### config.mk
export PLATFORM = sky130hd
export DESIGN_NAME = reg_check_monitor
export DESIGN_NICKNAME = d
export VERILOG_FILES = /design/src/rtl/reg_check_monitor.sv
export SDC_FILE = /design/constraint.sdc
export NUM_CORES = 1
export LEC_CHECK = 0
export BUFFER_PORTS_ARGS = -buffer_cell sky130_fd_sc_hd__buf_2
export CORE_UTILIZATION = 64
export CTS_CLUSTER_DIAMETER = 30
export CTS_CLUSTER_SIZE = 12
export DETAILED_ROUTE_END_ITERATION = 8
export PLACE_DENSITY_LB_ADDON = 0.12
export SYNTH_ARGS = -nofsm -noshare
export SYNTH_HDL_FRONTEND = slang
export SYNTH_SLANG_ARGS = --single-unit
export TNS_END_PERCENT = 50
### constraint.sdc
create_clock -name clk -period 14.05 [get_ports clk]
set_clock_uncertainty 0.05 [all_clocks]
set_input_delay 2.81 -clock clk [delete_from_list [all_inputs] [get_ports clk]]
set_output_delay 2.81 -clock clk [all_outputs]
set_load 0.01 [all_outputs]
### src/rtl/reg_check_monitor.sv
// Self-check monitor: counts cycles from start, then scans a table of expected
// register values through a register-file read port and reports the outcome.
module reg_check_monitor #(
    parameter int unsigned DATA_W     = 32,
    parameter int unsigned ADDR_W     = 5,
    parameter int unsigned NUM_CHECKS = 8,
    parameter int unsigned CYCLE_W    = 32,
    parameter int unsigned IDX_W      = (NUM_CHECKS > 1) ? $clog2(NUM_CHECKS) : 1
) (
    input  logic               clk,
    input  logic               rst,
    input  logic               tbl_wr,
    input  logic [IDX_W-1:0]   tbl_idx,
    input  logic [ADDR_W-1:0]  tbl_raddr,
    input  logic [DATA_W-1:0]  tbl_exp,
    input  logic [DATA_W-1:0]  tbl_mask,
    input  logic               tbl_clear,
    input  logic               start,
    input  logic [CYCLE_W-1:0] check_cycle,
    output logic [ADDR_W-1:0]  rf_raddr,
    input  logic [DATA_W-1:0]  rf_rdata,
    output logic               busy,
    output logic [CYCLE_W-1:0] cycle_count,
    output logic               done,
    output logic               pass,
    output logic [IDX_W:0]     fail_count,
    output logic [IDX_W-1:0]   first_fail_idx,
    output logic [DATA_W-1:0]  first_fail_got
);

    localparam int unsigned FC_W = IDX_W + 1;

    typedef enum logic [1:0] {
        IDLE  = 2'd0,
        COUNT = 2'd1,
        SCAN  = 2'd2,
        DONE  = 2'd3
    } state_t;

    typedef struct packed {
        logic [ADDR_W-1:0] raddr;
        logic [DATA_W-1:0] exp;
        logic [DATA_W-1:0] mask;
    } entry_t;

    state_t              state, state_next;
    entry_t              tbl_q [NUM_CHECKS];
    logic [NUM_CHECKS-1:0] valid_q;
    logic [IDX_W-1:0]    idx_q;
    logic [CYCLE_W-1:0]  target_q;

    logic   tbl_open;
    logic   wr_ok;
    logic   hit_target;
    logic   last_idx;
    logic   entry_fail;
    entry_t cur;

    assign tbl_open   = (state == IDLE) || (state == DONE);
    assign wr_ok      = tbl_wr && (32'(tbl_idx) < NUM_CHECKS);
    assign hit_target = (cycle_count == target_q);
    assign last_idx   = (idx_q == IDX_W'(NUM_CHECKS - 1));
    assign cur        = tbl_q[idx_q];
    assign entry_fail = valid_q[idx_q] && (((rf_rdata ^ cur.exp) & cur.mask) != '0);
    assign rf_raddr   = (state == SCAN) ? cur.raddr : '0;

    // State register
    always_ff @(posedge clk or posedge rst) begin
        if (rst) state <= IDLE;
        else     state <= state_next;
    end

    // Next-state logic
    always_comb begin
        state_next = state;
        case (state)
            IDLE, DONE: if (start)      state_next = COUNT;
            COUNT:      if (hit_target) state_next = SCAN;
            SCAN:       if (last_idx)   state_next = DONE;
            default:                    state_next = IDLE;
        endcase
    end

    // Table valid bits; clear takes effect before a same-cycle write
    always_ff @(posedge clk or posedge rst) begin
        if (rst) begin
            valid_q <= '0;
        end else if (tbl_open) begin
            if (tbl_clear) valid_q <= '0;
            if (wr_ok)     valid_q[tbl_idx] <= 1'b1;
        end
    end

    always_ff @(posedge clk) begin
        if (tbl_open && wr_ok) tbl_q[tbl_idx] <= '{raddr: tbl_raddr, exp: tbl_exp, mask: tbl_mask};
    end

    // Run datapath: cycle counter, scan index and result registers
    always_ff @(posedge clk or posedge rst) begin
        if (rst) begin
            idx_q          <= '0;
            target_q       <= '0;
            busy           <= 1'b0;
            cycle_count    <= '0;
            done           <= 1'b0;
            pass           <= 1'b0;
            fail_count     <= '0;
            first_fail_idx <= '0;
            first_fail_got <= '0;
        end else begin
            case (state)
                IDLE, DONE: begin
                    if (start) begin
                        target_q       <= (check_cycle == '0) ? CYCLE_W'(1) : check_cycle;
                        cycle_count    <= CYCLE_W'(1);
                        idx_q          <= '0;
                        busy           <= 1'b1;
                        done           <= 1'b0;
                        pass           <= 1'b0;
                        fail_count     <= '0;
                        first_fail_idx <= '0;
                        first_fail_got <= '0;
                    end
                end
                COUNT: begin
                    if (hit_target) idx_q       <= '0;
                    else            cycle_count <= cycle_count + CYCLE_W'(1);
                end
                SCAN: begin
                    if (entry_fail) begin
                        fail_count <= fail_count + FC_W'(1);
                        if (fail_count == '0) begin
                            first_fail_idx <= idx_q;
                            first_fail_got <= rf_rdata;
                        end
                    end
                    if (last_idx) begin
                        idx_q <= '0;
                        busy  <= 1'b0;
                        done  <= 1'b1;
                        pass  <= (fail_count == '0) && !entry_fail;
                    end else begin
                        idx_q <= idx_q + IDX_W'(1);
                    end
                end
                default: ;
            endcase
        end
    end

endmodule

==> flow_summary_export.csv, run 1 <==
group,metric,value,unit
placed_design,placed_cell_area,29300,µm²
die,num_io_pins,220,
yosys,synth_top_cell_area_share,59.7,%
clock_network,ctsResizeCount,0,
critical_path,critPathMaxFanout,79,
clock_network,path_clk_slew,40,ps
finish,drive_above_1_share,26.3,%
die,core,42400,µm²
sta,period_minus_slack,6030,ps
yosys,seq_area_frac_synth,70.4,%
power_and_ir_drop,ir_worst_vdd,142,µV
run_status,status,"finished clean",
placed_design,dpl.hpwl,41300,µm
yosys,ys_ff_latch,671,
sta,setup_violations,0,
sta,setup_tns,0,ps
die,start_util,65.5,%
die,core.rowCount,75,
clock_network,clock_path_buffers,3,
die,die-height,210,µm
power_and_ir_drop,swShare,27.9,%
finish,stdcell_count,2700,
yosys,netlist_top_cells_area,"edfxtp_1 (60%), dfrtp_1 (11%), mux4_2 (4.7%)",
clock_network,cts_tree,"yes",
sta,max_freq,0.166,GHz
route,dr.pass1.iters,6,
die,dieArea,44200,µm²
yosys,syn_inst,1756,
hold_path,holdCritStartpoint,"busy",
sta,drv_slew,0,
clock_network,holdBufCountCts,0,
sta,hold_violations,0,
yosys,yosysWarningCount,0,
route,avgRoutedWirePerCell,25.5,µm
critical_path,start_kind,"flip-flop",
route,vias,17096,
yosys,synth_top_area_cell,"edfxtp_1",
placed_design,dp.cells,2475,
critical_path,end_kind,"primary output",
critical_path,r2r_end,"fail_count[0]",
route,routed_wirelength,69000,µm
hold_path,holdPathStages,1,
power_and_ir_drop,power,6.47,mW
die,die_w,210,µm
critical_path,rrSetupSlack,8290,ps
clock_network,cts_root_buffer,"clkbuf_16",
power_and_ir_drop,pwr-share-clk,44.3,%
placed_design,gp_congestion,0.861,
hold_path,hold_class,"reg -> reg",
power_and_ir_drop,pwr-share-comb,17.3,%
yosys,async_reset_ff_share,17.7,%
finish,finalInstanceArea,33400,µm²
power_and_ir_drop,switching_power,1.80,mW
global_route,grt_max_degree,124,
yosys,synth_cell_types,69,
yosys,ys.flop_type,"edfxtp_1",
critical_path,cp_data_required_time,11190,ps
sta,rsz0062_at_grt,"no",
sta,hold_ws,426,ps
clock_network,cts_setup_buffers,0,
yosys,synth_area,27800,µm²
sta,finalCritPeriodShare,42.9,%
run,cap_viol_max_count,0,
critical_path,worstPathArrival,3170,ps
global_route,grt_pass1_wl,104000,µm
clock_network,cts_sinks,671,
route,drc,0,
route,antenna_left,0,
clock_network,clkLatencyLatePin,650,ps
critical_path,reg2reg_depth,11,
clock_network,htree_levels,3,
finish,final_nets,2167,
route,via_per_inst,6.33,
sta,slew_headroom,17.5,%
finish,area_growth,20.2,%
critical_path,path_class,"reg -> out",
sta,worst_pin_slew,1230,ps
yosys,synth-edff-count,552,
global_route,antenna_found_initial,10,
yosys,syn_nets,1905,
yosys,synth_area_per_cell,15.8,µm²
global_route,grt_usage,31.9,%
power_and_ir_drop,p_per_area,194,nW/µm²
global_route,overflow,0,
global_route,grt_pass1_vias,17091,
power_and_ir_drop,leakage,12.2,nW
placed_design,numPortBuffers,219,
critical_path,timing.rr.start,"idx_q[0]",
hold_path,min_to,"busy",
clock_network,cts_made_buffers,118,
power_and_ir_drop,pwr-share-seq,38.4,%
route,drtIter0Drc,2067,
power_and_ir_drop,power.internal,4.67,mW
==> kinds of logic after synthesis <==
logic type               synth area share, %
AO/OA/AOI/OAI                           5.43
XOR/XNOR                                4.95
adder cells (fa/ha/maj)                0.360
buffers and inverters                   2.36
flip-flops                              70.4
multiplexers                            8.55
AND/OR/NAND/NOR                         7.94
==> synthesized netlist by cell type, types with 5 or more instances <==
cell type  instances
a32oi_1            5
buf_6             12
mux2_2            46
edfxtp_1         552
nand3b_1          16
a31oi_1            7
a21o_1            10
nand4_1           17
nor4_1            29
mux2i_1           55
nand2b_1           5
a32o_1             8
dfrtp_1          119
o211ai_1          40
a22oi_1           16
clkbuf_1          46
nor3_1            19
nand2_1           94
inv_1             32
o21ai_0           23
buf_1              9
mux4_2            58
o311ai_0           5
buf_2             16
a21oi_1           28
a221oi_1           9
a222oi_1           9
and3_1             7
a211oi_1           9
buf_4             14
nor2_1            62
or3_1             44
xor2_1           127
xnor2_1           30
ha_1               8
nand3_1          105
==> state kept, by name, indices dropped and copies added (netlist names) <==
register and cells:
tbl_q 552, cycle_count 32, first_fail_got 32, target_q 32, valid_q 8, fail_count 4, first_fail_idx 3, idx_q 3
state 2, busy 1, done 1, pass 1
==> final cells by class <==
| type | instances | area, µm² |
|---|---|---|
| well taps | 577 | 722 |
| multi-input cells | 954 | 7640 |
| inverters | 34 | 130 |
| repair buffers | 239 | 1260 |
| diodes | 4 | 10.0 |
| clock inverters | 82 | 986 |
| flip-flops and latches | 671 | 19600 |
| clock buffers | 139 | 3070 |
| fillers | 2331 | 9030 |
==> power groups by stage <==
stage	Combinational, mW	Clock, mW	Sequential [mW]
2_1_floorplan	0.773	0	2.50
3_3_place_gp	1.08	0	2.50
3_5_place_dp	1.10	0	2.51
4_1_cts	1.12	2.89	2.48
5_1_grt	1.20	2.98	2.50
6_report	1.12	2.87	2.49
==> layer usage <==
metal	vias up	routed length [µm]	global-route usage, %
met1	8654	27300	45.3
met2	902	33200	49.6
met5	-	71	0
met3	132	6570	7.35
met4	10	1780	10.7
li1	7398	-	-
==> placed cells by master, fill, tap and decap left out, types with 44 or more instances in the layout <==
| master | count |
|---|---|
| edfxtp_1 | 552 |
| buf_2 | 219 |
| xor2_1 | 127 |
| clkbuf_16 | 120 |
| dfrtp_1 | 117 |
| nand3_1 | 105 |
| nand2_1 | 92 |
| mux4_2 | 58 |
| nor2_1 | 55 |
| mux2i_1 | 55 |
| mux2_2 | 46 |
| or3_1 | 44 |
==> critical path, cell delays in order, from the launching register on <==
cell and delay [ps]:
dfrtp_1 410, inv_1 70, ha_2 150, buf_4 640, clkinv_1 680, a21oi_1 360
buf_2 180
==> stage by stage <==
stage | worst slack, ps | util, %
after floorplan | 5650 | -
after global placement | 7750 | 69.1
after detailed placement | 7690 | 69.1
after CTS | 8000 | 78.7
after global routing | 7830 | 78.7
final | 8020 | 78.7
==> how the worst max path moves through the flow <==
stage,endpoint,cells past startpoint,from,slack [ps]
4_1_cts,rf_raddr[2],6,state[0],8000
6_report,rf_raddr[2],6,state[0],8020
2_1_floorplan,tbl_q[0][0],2,tbl_idx[0],5650
5_1_grt,rf_raddr[2],6,state[0],7830
3_3_place_gp,fail_count[3],10,rf_rdata[16],7750
3_5_place_dp,fail_count[3],10,rf_rdata[28],7690
Power figures use the tool's default switching activity.
==> run 2, diff against run 1 <==
CORE_UTILIZATION = 54   (was 64)
clock period = 5 ns   (was 14.05 ns; I/O delays follow)
==> run 2 against run 1 <==
Non-clock buffer count increased by 20. Via count decreased by 0.82%. Utilization decreased by 11 points. Highest routed layer unchanged. Largest power group unchanged. Die area increased by 18%.
==> flow_summary_export.csv, run 2 (same netlist as run 1, synthesis figures left out) <==
group,metric,value,unit
route,via_per_inst,5.96,
global_route,grt_pass1_wl,107000,µm
clock_network,ctsResizeCount,0,
finish,drive_above_1_share,28.2,%
sta,slew_headroom,22.0,%
sta,rsz0062_at_grt,"no",
power_and_ir_drop,ir_worst_vdd,404,µV
sta,setup_violations,0,
power_and_ir_drop,leakage,12.7,nW
finish,regArea,19600,µm²
finish,area_growth,23.9,%
route,drtIter0Drc,1659,
finish,utilization,68.2,%
critical_path,critPathMaxFanout,40,
clock_network,path_clk_slew,50,ps
critical_path,end_kind,"flip-flop",
sta,timing.final.ws_setup,607,ps
placed_design,placed_cell_area,29700,µm²
clock_network,cts_root_buffer,"clkbuf_16",
route,drc,0,
global_route,antenna_found_initial,2,
finish,nFillCells,3433,
finish,largest_reg_flops,552,
sta,worst_pin_slew,1170,ps
sta,drv_slew,0,
sta,max_freq,0.228,GHz
sta,setup_tns,0,ps
die,dieArea,52300,µm²
power_and_ir_drop,p_per_area,563,nW/µm²
finish,mostFrequentLayoutCells,"edfxtp_1 (552), buf_2 (219), clkbuf_16 (144), xor2_1 (127), dfrtp_1 (117)",
die,start_util,55.0,%
clock_network,clock_path_buffers,3,
global_route,grt_usage,28.2,%
finish,top_register,"tbl_q",
sta,hold_ws,377,ps
clock_network,cts_sinks,671,
route,antenna_left,0,
run,cap_viol_max_count,0,
die,die-height,229,µm
sta,period_minus_slack,4390,ps
placed_design,numPortBuffers,219,
placed_design,dpl.hpwl,45000,µm
placed_design,dp.cells,2590,
route,vias,16955,
placed_design,dpl_worst_slack,748,ps
die,die_w,229,µm
route,routed_wirelength,71400,µm
clock_network,cts_made_buffers,139,
critical_path,cp_data_required_time,5570,ps
global_route,grt_max_degree,79,
route,avgRoutedWirePerCell,25.1,µm
clock_network,holdBufCountCts,0,
hold_path,hold_class,"in -> async",
sta,hold_violations,0,
critical_path,path_class,"reg -> reg",
finish,finalInstanceArea,34400,µm²
run_status,status,"finished clean",
clock_network,htree_levels,4,
finish,final_nets,2208,
die,core,50500,µm²
global_route,overflow,0,
placed_design,gp_congestion,0.832,
finish,stdcell_count,2844,
finish,mostFrequentLayoutCell,"edfxtp_1",
sta,finalCritPeriodShare,87.9,%
die,core.rowCount,82,
power_and_ir_drop,power,19.4,mW
finish,multi_input_area,7650,µm²
clock_network,cts_setup_buffers,0,
route,dr.pass1.iters,7,
critical_path,start_kind,"flip-flop",
die,num_io_pins,220,
clock_network,clkLatencyLatePin,710,ps
global_route,grt_pass1_vias,17129,
critical_path,worstPathArrival,4960,ps
clock_network,cts_tree,"yes",
finish,diodes,0,
==> run 2: changes by cell type in the layout (fill, tap and decap cells not counted), sizes merged <==
cell | previous run | this run
clkinv | 42 | 43
clkinvlp | 16 | 13
inv | 39 | 41
diode | 4 | 0
buf | 239 | 259
clkbuf | 139 | 175
bufinv | 19 | 16
==> run 2: final timing paths <==
| path | start | endpoint | slack, ps | cells after the start |
|---|---|---|---|---|
| worst min-delay path | rst | first_fail_got[14] | 380 | 2 |
| worst max register to register | idx_q[0] | first_fail_got[9] | 610 | 12 |
| min in group clk | valid_q[6] | valid_q[6] | 420 | 1 |
| max in group asynchronous | rst | target_q[23] | 3600 | 3 |
| worst min register to register | valid_q[6] | valid_q[6] | 420 | 1 |
| worst max-delay path | idx_q[0] | first_fail_got[9] | 610 | 12 |
==> run 2: per-layer routing <==
metal	GRT usage (%)	wire length, µm	up-vias
met2	44.1	34400	748
met5	0	12	-
met3	7.37	5770	126
li1	-	-	7491
met1	37.6	29000	8588
met4	11.9	2180	2
==> run 2: layout make-up <==
type                    instances  share of cell area [%]
clock inverters                79                    2.58
inverters                      34                   0.378
repair buffers                259                    4.46
well taps                     672                    2.44
flip-flops and latches        671                    56.8
multi-input cells             954                    22.2
clock buffers                 175                    11.1
==> run 2: power breakdown <==
group / switching (mW) / leakage (nW) / internal (mW)
clock network: 2.90 / 2.28 / 6.19
registers: 0.364 / 6.55 / 6.64
logic: 2.06 / 3.88 / 1.21
total: 5.33 / 12.7 / 14.0
==> run 2: critical path, stage by stage (launching register included) <==
cell      delay (ps)
dfrtp_4          800
buf_12           330
buf_4            330
mux2_2           390
nor4b_1          140
a31o_2           240
a311o_1          270
a311oi_1         420
nand4_1          200
nand2_2          560
buf_12           230
o211ai_1         130
nand3_1          160
